<file path="config.mk">
export PLATFORM = sky130hd
export DESIGN_NAME = fetch_stage_flat
export DESIGN_NICKNAME = d
export VERILOG_FILES = /design/src/rtl/fetch_stage_pkg.sv /design/src/rtl/fetch_stage_if.sv /design/src/rtl/fetch_stage_next_pc.sv /design/src/rtl/fetch_stage.sv /design/src/flat_wrapper.sv
export SDC_FILE = /design/constraint.sdc
export NUM_CORES = 1
export LEC_CHECK = 0
export CORE_MARGIN = 8
export CORE_UTILIZATION = 25
export CTS_BUF_LIST = sky130_fd_sc_hd__clkbuf_8
export CTS_CLUSTER_DIAMETER = 40
export DETAILED_ROUTE_END_ITERATION = 7
export SETUP_SLACK_MARGIN = 0.3
export SKIP_CTS_REPAIR_TIMING = 1
export SYNTH_ARGS = -nofsm -noshare
export SYNTH_HDL_FRONTEND = slang
export SYNTH_HIERARCHICAL = 1
export SYNTH_SLANG_ARGS = --single-unit
export TNS_END_PERCENT = 30
</file>
<file path="constraint.sdc">
create_clock -name clk -period 3.2 [get_ports clk]
set_clock_uncertainty 0.05 [all_clocks]
set_input_delay 0.64 -clock clk [delete_from_list [all_inputs] [get_ports clk]]
set_output_delay 0.64 -clock clk [all_outputs]
set_load 0.01 [all_outputs]
</file>
<file path="src/rtl/fetch_stage_pkg.sv">
// Shared constants and encodings for the RV32I fetch stage.
// Optional perf counters are enabled by defining FETCH_PERF_CNT_EN.
package fetch_stage_pkg;

   localparam logic [31:0] NOP_INST_DEF = 32'h0000_0013;
   localparam logic [31:0] RESET_PC_DEF = 32'h4000_0000;
   localparam logic [3:0]  BIOS_REGION  = 4'b0100;
   localparam logic [3:0]  IMEM_REGION  = 4'b0001;

   typedef enum logic [1:0] {
      SRC_NONE = 2'd0,
      SRC_BIOS = 2'd1,
      SRC_IMEM = 2'd2
   } src_e;

   typedef enum logic [1:0] {
      ST_RESET = 2'd0,
      ST_BOOT  = 2'd1,
      ST_RUN   = 2'd2
   } state_e;

   function automatic src_e region_src(input logic [3:0] nib);
      if (nib == BIOS_REGION)      return SRC_BIOS;
      else if (nib == IMEM_REGION) return SRC_IMEM;
      else                         return SRC_NONE;
   endfunction

endpackage

</file>
<file path="src/rtl/fetch_stage_if.sv">
// Fetch-stage bundle: execute/decode control in, memory read ports, decode outputs.
// master = fetch stage, slave = surrounding core / memories.
interface fetch_stage_if #(
   parameter int BIOS_AW = 12,
   parameter int IMEM_AW = 14
);
   logic                hold;
   logic                redirect_valid;
   logic [31:0]         redirect_pc;
   logic [31:0]         bios_dout;
   logic [31:0]         imem_dout;
   logic [BIOS_AW-1:0]  bios_addr;
   logic                bios_en;
   logic [IMEM_AW-1:0]  imem_addr;
   logic                imem_en;
   logic [31:0]         inst_fetch;
   logic [31:0]         pc_fetch;
   logic                fetch_valid;

   modport master (
      input  hold, redirect_valid, redirect_pc, bios_dout, imem_dout,
      output bios_addr, bios_en, imem_addr, imem_en,
             inst_fetch, pc_fetch, fetch_valid
   );

   modport slave (
      output hold, redirect_valid, redirect_pc, bios_dout, imem_dout,
      input  bios_addr, bios_en, imem_addr, imem_en,
             inst_fetch, pc_fetch, fetch_valid
   );
endinterface

</file>
<file path="src/rtl/fetch_stage_next_pc.sv">
// Combinational next-PC selection and region decode for the fetch stage.
module fetch_stage_next_pc
   import fetch_stage_pkg::*;
(
   input  logic [31:0] pc_q,
   input  logic        run,
   input  logic        hold,
   input  logic        redirect_valid,
   input  logic [31:0] redirect_pc,
   output logic [31:0] next_pc,
   output src_e        src,
   output logic        bios_en,
   output logic        imem_en
);

   // Redirect outranks hold: a stalled instruction behind a taken branch is wrong-path.
   always_comb begin
      next_pc = pc_q + 32'd4;
      if (redirect_valid)
         next_pc = redirect_pc & 32'hFFFF_FFFC;
      else if (hold || !run)
         next_pc = pc_q;
   end

   assign src     = region_src(next_pc[31:28]);
   assign bios_en = (src == SRC_BIOS);
   assign imem_en = (src == SRC_IMEM);

endmodule

</file>
<file path="src/rtl/fetch_stage.sv">
// RV32I instruction-fetch stage: owns the PC, drives BIOS/IMEM sync reads, injects NOPs.
// Define FETCH_PERF_CNT_EN to add fetch_cnt/bubble_cnt performance counters.
module fetch_stage
   import fetch_stage_pkg::*;
#(
   parameter logic [31:0] RESET_PC = RESET_PC_DEF,
   parameter int          BIOS_AW  = 12,
   parameter int          IMEM_AW  = 14,
   parameter logic [31:0] NOP_INST = NOP_INST_DEF
) (
   input  logic          clk,
   input  logic          rst,
   fetch_stage_if.master fif
`ifdef FETCH_PERF_CNT_EN
   ,
   output logic [31:0]   fetch_cnt,
   output logic [31:0]   bubble_cnt
`endif
);

   state_e      state_q, state_d;
   logic [31:0] pc_q;
   src_e        src_q;
   logic        kill_q;

   logic [31:0] next_pc;
   src_e        src_d;
   logic        bios_en, imem_en;
   logic [31:0] inst_fetch;
   logic        fetch_valid;

   fetch_stage_next_pc u_next_pc (
      .pc_q           (pc_q),
      .run            (state_q == ST_RUN),
      .hold           (fif.hold),
      .redirect_valid (fif.redirect_valid),
      .redirect_pc    (fif.redirect_pc),
      .next_pc        (next_pc),
      .src            (src_d),
      .bios_en        (bios_en),
      .imem_en        (imem_en)
   );

   always_ff @(posedge clk or negedge rst) begin
      if (!rst) state_q <= ST_RESET;
      else      state_q <= state_d;
   end

   always_comb begin
      state_d = state_q;
      case (state_q)
         ST_RESET: state_d = ST_BOOT;
         ST_BOOT:  state_d = ST_RUN;
         ST_RUN:   state_d = ST_RUN;
         default:  state_d = ST_RESET;
      endcase
   end

   // kill_q covers the BOOT slot, whose read was issued while still in reset.
   always_ff @(posedge clk or negedge rst) begin
      if (!rst) begin
         pc_q   <= RESET_PC;
         src_q  <= SRC_BIOS;
         kill_q <= 1'b1;
      end else begin
         pc_q   <= next_pc;
         src_q  <= src_d;
         kill_q <= (state_q == ST_RESET);
      end
   end

   always_comb begin
      inst_fetch  = NOP_INST;
      fetch_valid = 1'b0;
      if (!kill_q && !fif.redirect_valid && src_q != SRC_NONE) begin
         inst_fetch  = (src_q == SRC_BIOS) ? fif.bios_dout : fif.imem_dout;
         fetch_valid = 1'b1;
      end
   end

   assign fif.bios_addr   = next_pc[BIOS_AW+1:2];
   assign fif.imem_addr   = next_pc[IMEM_AW+1:2];
   assign fif.bios_en     = bios_en;
   assign fif.imem_en     = imem_en;
   assign fif.inst_fetch  = inst_fetch;
   assign fif.pc_fetch    = pc_q;
   assign fif.fetch_valid = fetch_valid;

`ifdef FETCH_PERF_CNT_EN
   always_ff @(posedge clk or negedge rst) begin
      if (!rst) begin
         fetch_cnt  <= '0;
         bubble_cnt <= '0;
      end else if (fetch_valid && !fif.hold) begin
         fetch_cnt  <= fetch_cnt + 32'd1;
      end else begin
         bubble_cnt <= bubble_cnt + 32'd1;
      end
   end
`endif

endmodule

</file>
<file path="src/flat_wrapper.sv">
// flat-port wrapper written by rule: the top's interface ports become plain ports
module fetch_stage_flat import fetch_stage_pkg::*;
#(
   parameter logic [31:0] RESET_PC = RESET_PC_DEF,
   parameter int          BIOS_AW  = 12,
   parameter int          IMEM_AW  = 14,
   parameter logic [31:0] NOP_INST = NOP_INST_DEF
)
  (clk, rst, fif_hold, fif_redirect_valid, fif_redirect_pc, fif_bios_dout, fif_imem_dout, fif_bios_addr, fif_bios_en, fif_imem_addr, fif_imem_en, fif_inst_fetch, fif_pc_fetch, fif_fetch_valid);
  fetch_stage_if #(.BIOS_AW(BIOS_AW), .IMEM_AW(IMEM_AW)) fif_i ();
  input  logic clk;
  input  logic rst;
  input wire logic [$bits(fif_i.hold)-1:0] fif_hold;
  input wire logic [$bits(fif_i.redirect_valid)-1:0] fif_redirect_valid;
  input wire logic [$bits(fif_i.redirect_pc)-1:0] fif_redirect_pc;
  input wire logic [$bits(fif_i.bios_dout)-1:0] fif_bios_dout;
  input wire logic [$bits(fif_i.imem_dout)-1:0] fif_imem_dout;
  output wire logic [$bits(fif_i.bios_addr)-1:0] fif_bios_addr;
  output wire logic [$bits(fif_i.bios_en)-1:0] fif_bios_en;
  output wire logic [$bits(fif_i.imem_addr)-1:0] fif_imem_addr;
  output wire logic [$bits(fif_i.imem_en)-1:0] fif_imem_en;
  output wire logic [$bits(fif_i.inst_fetch)-1:0] fif_inst_fetch;
  output wire logic [$bits(fif_i.pc_fetch)-1:0] fif_pc_fetch;
  output wire logic [$bits(fif_i.fetch_valid)-1:0] fif_fetch_valid;
  assign fif_i.hold = fif_hold;
  assign fif_i.redirect_valid = fif_redirect_valid;
  assign fif_i.redirect_pc = fif_redirect_pc;
  assign fif_i.bios_dout = fif_bios_dout;
  assign fif_i.imem_dout = fif_imem_dout;
  assign fif_bios_addr = fif_i.bios_addr;
  assign fif_bios_en = fif_i.bios_en;
  assign fif_imem_addr = fif_i.imem_addr;
  assign fif_imem_en = fif_i.imem_en;
  assign fif_inst_fetch = fif_i.inst_fetch;
  assign fif_pc_fetch = fif_i.pc_fetch;
  assign fif_fetch_valid = fif_i.fetch_valid;
  fetch_stage #(.RESET_PC(RESET_PC), .BIOS_AW(BIOS_AW), .IMEM_AW(IMEM_AW), .NOP_INST(NOP_INST)) u_core (.clk(clk), .rst(rst), .fif(fif_i));
endmodule
</file>
==> flow_summary.toml <==
[run_status]
outcome = "finished, final reports clean"

[synth]
syn_inst = 346
synth_seq_cells = 37
synth_warnings = 6
synth_area_sq_um = 2800
synth_flop_cell = "dfrtp_1"
synth-async-reset-ratio_pct = 100
synth_cell_types = 39
synth-edff-count = 0
avgSynthCellArea_sq_um = 8.08
syn_nets = 449
synth-seq-area-share_pct = 33.3

[floorplan]
die-height_um = 122
die-area_sq_um = 14800
initial_core_util_pct = 25.7
ios = 193
core-area_sq_um = 10900
fp-row-count = 38
die_x_um = 122

[clock_tree]
cts_made_buffers = 5
cts.sinks = 37
cts-htree-levels = 2
cts.path.max_buffers = 2
cts_tree = "built"
path_clk_slew_ps = 80
cts_root_buf = "clkbuf_8"
insertion_delay_ps = 290

[worst_setup_path]
required_ps = 2510
max_stage_delay_ps = 570
reg2reg_depth = 7
cpMaxStageDelayCell = "clkdlybuf4s50_1"
cp_common_cell = "buf_4"
reg2reg_slack_ps = 1150
end_kind = "primary output"
r2r-end = "u_core/fif.pc_fetch[29]$_DFF_PN0_"
crit_family = "buffers and inverters"
crit_buf_inv = 4
worstPathArrival_ps = 2280
criticalPathCategory = "input port to primary output"
crit_path_max_fanout = 30
worstPathCellList = "buf_2 -> buf_4 -> or2_1 -> buf_4 -> a21oi_1 -> clkdlybuf4s50_1"
crit_path_start_kind = "input port"
r2r_start = "u_core/fif.pc_fetch[16]$_DFF_PN0_"

[sta]
tightestPinTransition_ps = 860
setup_viol = 0
clock.fmax_mhz = 337
holdWs_ps = 406
drv_slew = 0
grt_setup_unrepaired = "yes"
min_period_ps = 2970
hold_viol_final = 0
slew_headroom_pct = 42.7
final.period_utilization_pct = 92.7

[power]
p_leak_uw = 0.00218
p_switching_uw = 449
p_comb_share_pct = 39.3
vdd_drop_max_v = 0.000148
switching_share_pct = 29.8
pwr-share-clk_pct = 24.2
power_density_nw_per_um2 = 282
power.total_uw = 1510
p_seq_share_pct = 36.5
internal_power_uw = 1060

[final_layout]
area_growth_pct = 91.0
diodes = 0
multiInputGateArea_sq_um = 1710
nFillCells = 1082
drive_gt1_share_pct = 20.2
num-nets-final = 672
regArea_sq_um = 930

[route]
wl_per_cell_um = 16.3
routed_wl_um = 11600
dr_wl_met2_um = 5320
drc = 0
vias = 3349
drtIter0Drc = 122
final_antenna_net_count = 0
top_layer = "met5"
avgViaCountPerCell = 4.72
route.met3.wl_um = 1330
dr.pass1.iters = 4
wl_met1_um = 4830

[job]
cap_viol_max_count = 0

[place]
portBuffers = 190
place.gp.congestion = 0.798
dpl.hpwl_um = 9050

[global_route]
antenna_found_initial = 1
grtUsageTotal_pct = 14.7
grt_max_degree = 66
grt_pass1_wl_um = 17700
grt-ovfl-total = 0
grt_pass1_vias = 3451

[min_path]
min_path_type = "input port to asynchronous set/reset pin"
Yosys cell counts, types with 2 or more instances:
master | instances | area (sq um)
a21oi_2 | 9 | 78.8
nand3b_1 | 30 | 225
nor2_1 | 10 | 37.5
nand2_1 | 64 | 240
dfstp_2 | 3 | 78.8
mux2_2 | 2 | 22.5
nor4_1 | 8 | 50.1
xnor2_1 | 16 | 140
buf_4 | 17 | 128
buf_2 | 8 | 40.0
dfrtp_1 | 34 | 851
o31a_1 | 2 | 17.5
nor3b_1 | 5 | 37.5
buf_6 | 3 | 33.8
and4_1 | 4 | 35.0
clkbuf_1 | 9 | 33.8
inv_1 | 6 | 22.5
or2_2 | 2 | 12.5
xor2_1 | 12 | 105
and3_1 | 2 | 12.5
nand3_1 | 10 | 50.1
ha_1 | 3 | 37.5
nor2b_1 | 7 | 43.8
a21oi_1 | 22 | 110
nor3_1 | 8 | 40.0
or2_1 | 2 | 12.5
nand4_1 | 9 | 56.3
o21ai_0 | 28 | 140
worst reg2reg max path, delay by kind of cell (launching register included):
kind | cells | cell delay [ps]
mux | 1 | 260
xor+xnor | 1 | 50
buf+inv | 2 | 390
flops | 1 | 390
simple gates | 3 | 800
registers in the layout, summed over array words and instances, names as in the netlist:
| signal | cells |
|---|---|
| u_core/fif.pc_fetch | 32 |
| u_core/kill_q | 1 |
| u_core/src_q | 2 |
| u_core/state_q | 2 |
cell usage in the layout (no fill, tap or decap), types with 2 or more instances in the layout:
master           Yosys  layout
clkdlybuf4s50_1      0     166
nand2_1             64      64
buf_4               17      61
dfrtp_1             34      34
nand3b_1            30      30
a21oi_1             22      22
o21ai_0             28      19
dlymetal6s2s_1       0      18
xnor2_1             16      16
xor2_1              12      12
a21oi_2              9       9
nand4_1              9       9
nand3_1             10       9
nor2_1              10       8
clkbuf_8             0       7
nor2b_1              7       6
o21ai_1              1       6
nor3_1               8       6
nor3b_1              5       5
inv_1                6       5
and4_1               4       4
nor4_2               0       4
nor4_1               8       4
o21ai_2              0       4
buf_2                8       3
clkbuf_2             0       3
dfstp_2              3       3
or2_1                2       2
and3_1               2       2
or2_4                0       2
mux2_2               2       2
o31a_1               2       2
nor3_2               0       2
buf_6                3       2
routing by layer:
metal | up-vias | GRT usage [%]
met5 | - | 0
met4 | 2 | 2.39
met3 | 12 | 7.22
met2 | 156 | 25.1
met1 | 1550 | 16.3
li1 | 1629 | -
power by group through the flow:
stage / clock network [uW] / logic [uW] / registers, uW
floorplan: 0 / 186 / 577
global placement: 0 / 579 / 557
detailed placement: 0 / 583 / 559
CTS: 377 / 588 / 551
global route: 395 / 641 / 556
finish: 364 / 591 / 550
per-stage QoR:
stage | cells | instance area, sq um | setup slack (ps) | utilization [%] | TNS [ps]
2_1_floorplan | 346 | 2800 | 408 | - | 0
3_3_place_gp | 694 | 5040 | -545 | 46.3 | -7000
3_5_place_dp | 694 | 5040 | -585 | 46.3 | -7440
4_1_cts | 702 | 5140 | -588 | 47.2 | -7930
5_1_grt | 710 | 5340 | 106 | 49.0 | 0
6_report | 710 | 5340 | 232 | 49.0 | 0
worst max-delay path by stage:
stage	start	endpoint	slack, ps	cells after the start
floorplan	fif_hold	fif_imem_addr[10]	410	7
global placement	fif_hold	fif_bios_en	-540	7
detailed placement	fif_hold	fif_imem_en	-580	8
CTS	fif_hold	fif_imem_en	-590	8
global route	fif_redirect_valid	fif_inst_fetch[26]	110	6
finish	fif_redirect_valid	fif_inst_fetch[26]	230	6
final cells by class:
type / instances / share of cell area (%)
clock buffers: 7 / 1.80
well taps: 140 / 3.28
multi-input cells: 266 / 32.1
clock inverters: 1 / 0.0937
repair buffers: 253 / 44.9
flip-flops and latches: 37 / 17.4
inverters: 6 / 0.422
cells by family after synthesis:
group | count (synthesis) | synth area share, %
xor+xnor | 28 | 8.77
mux | 3 | 1.16
flops | 37 | 33.3
buf+inv | 43 | 9.22
fa+ha+maj | 3 | 1.34
compound gates | 66 | 13.8
simple gates | 166 | 32.5
(Power assumes the default switching activity.)
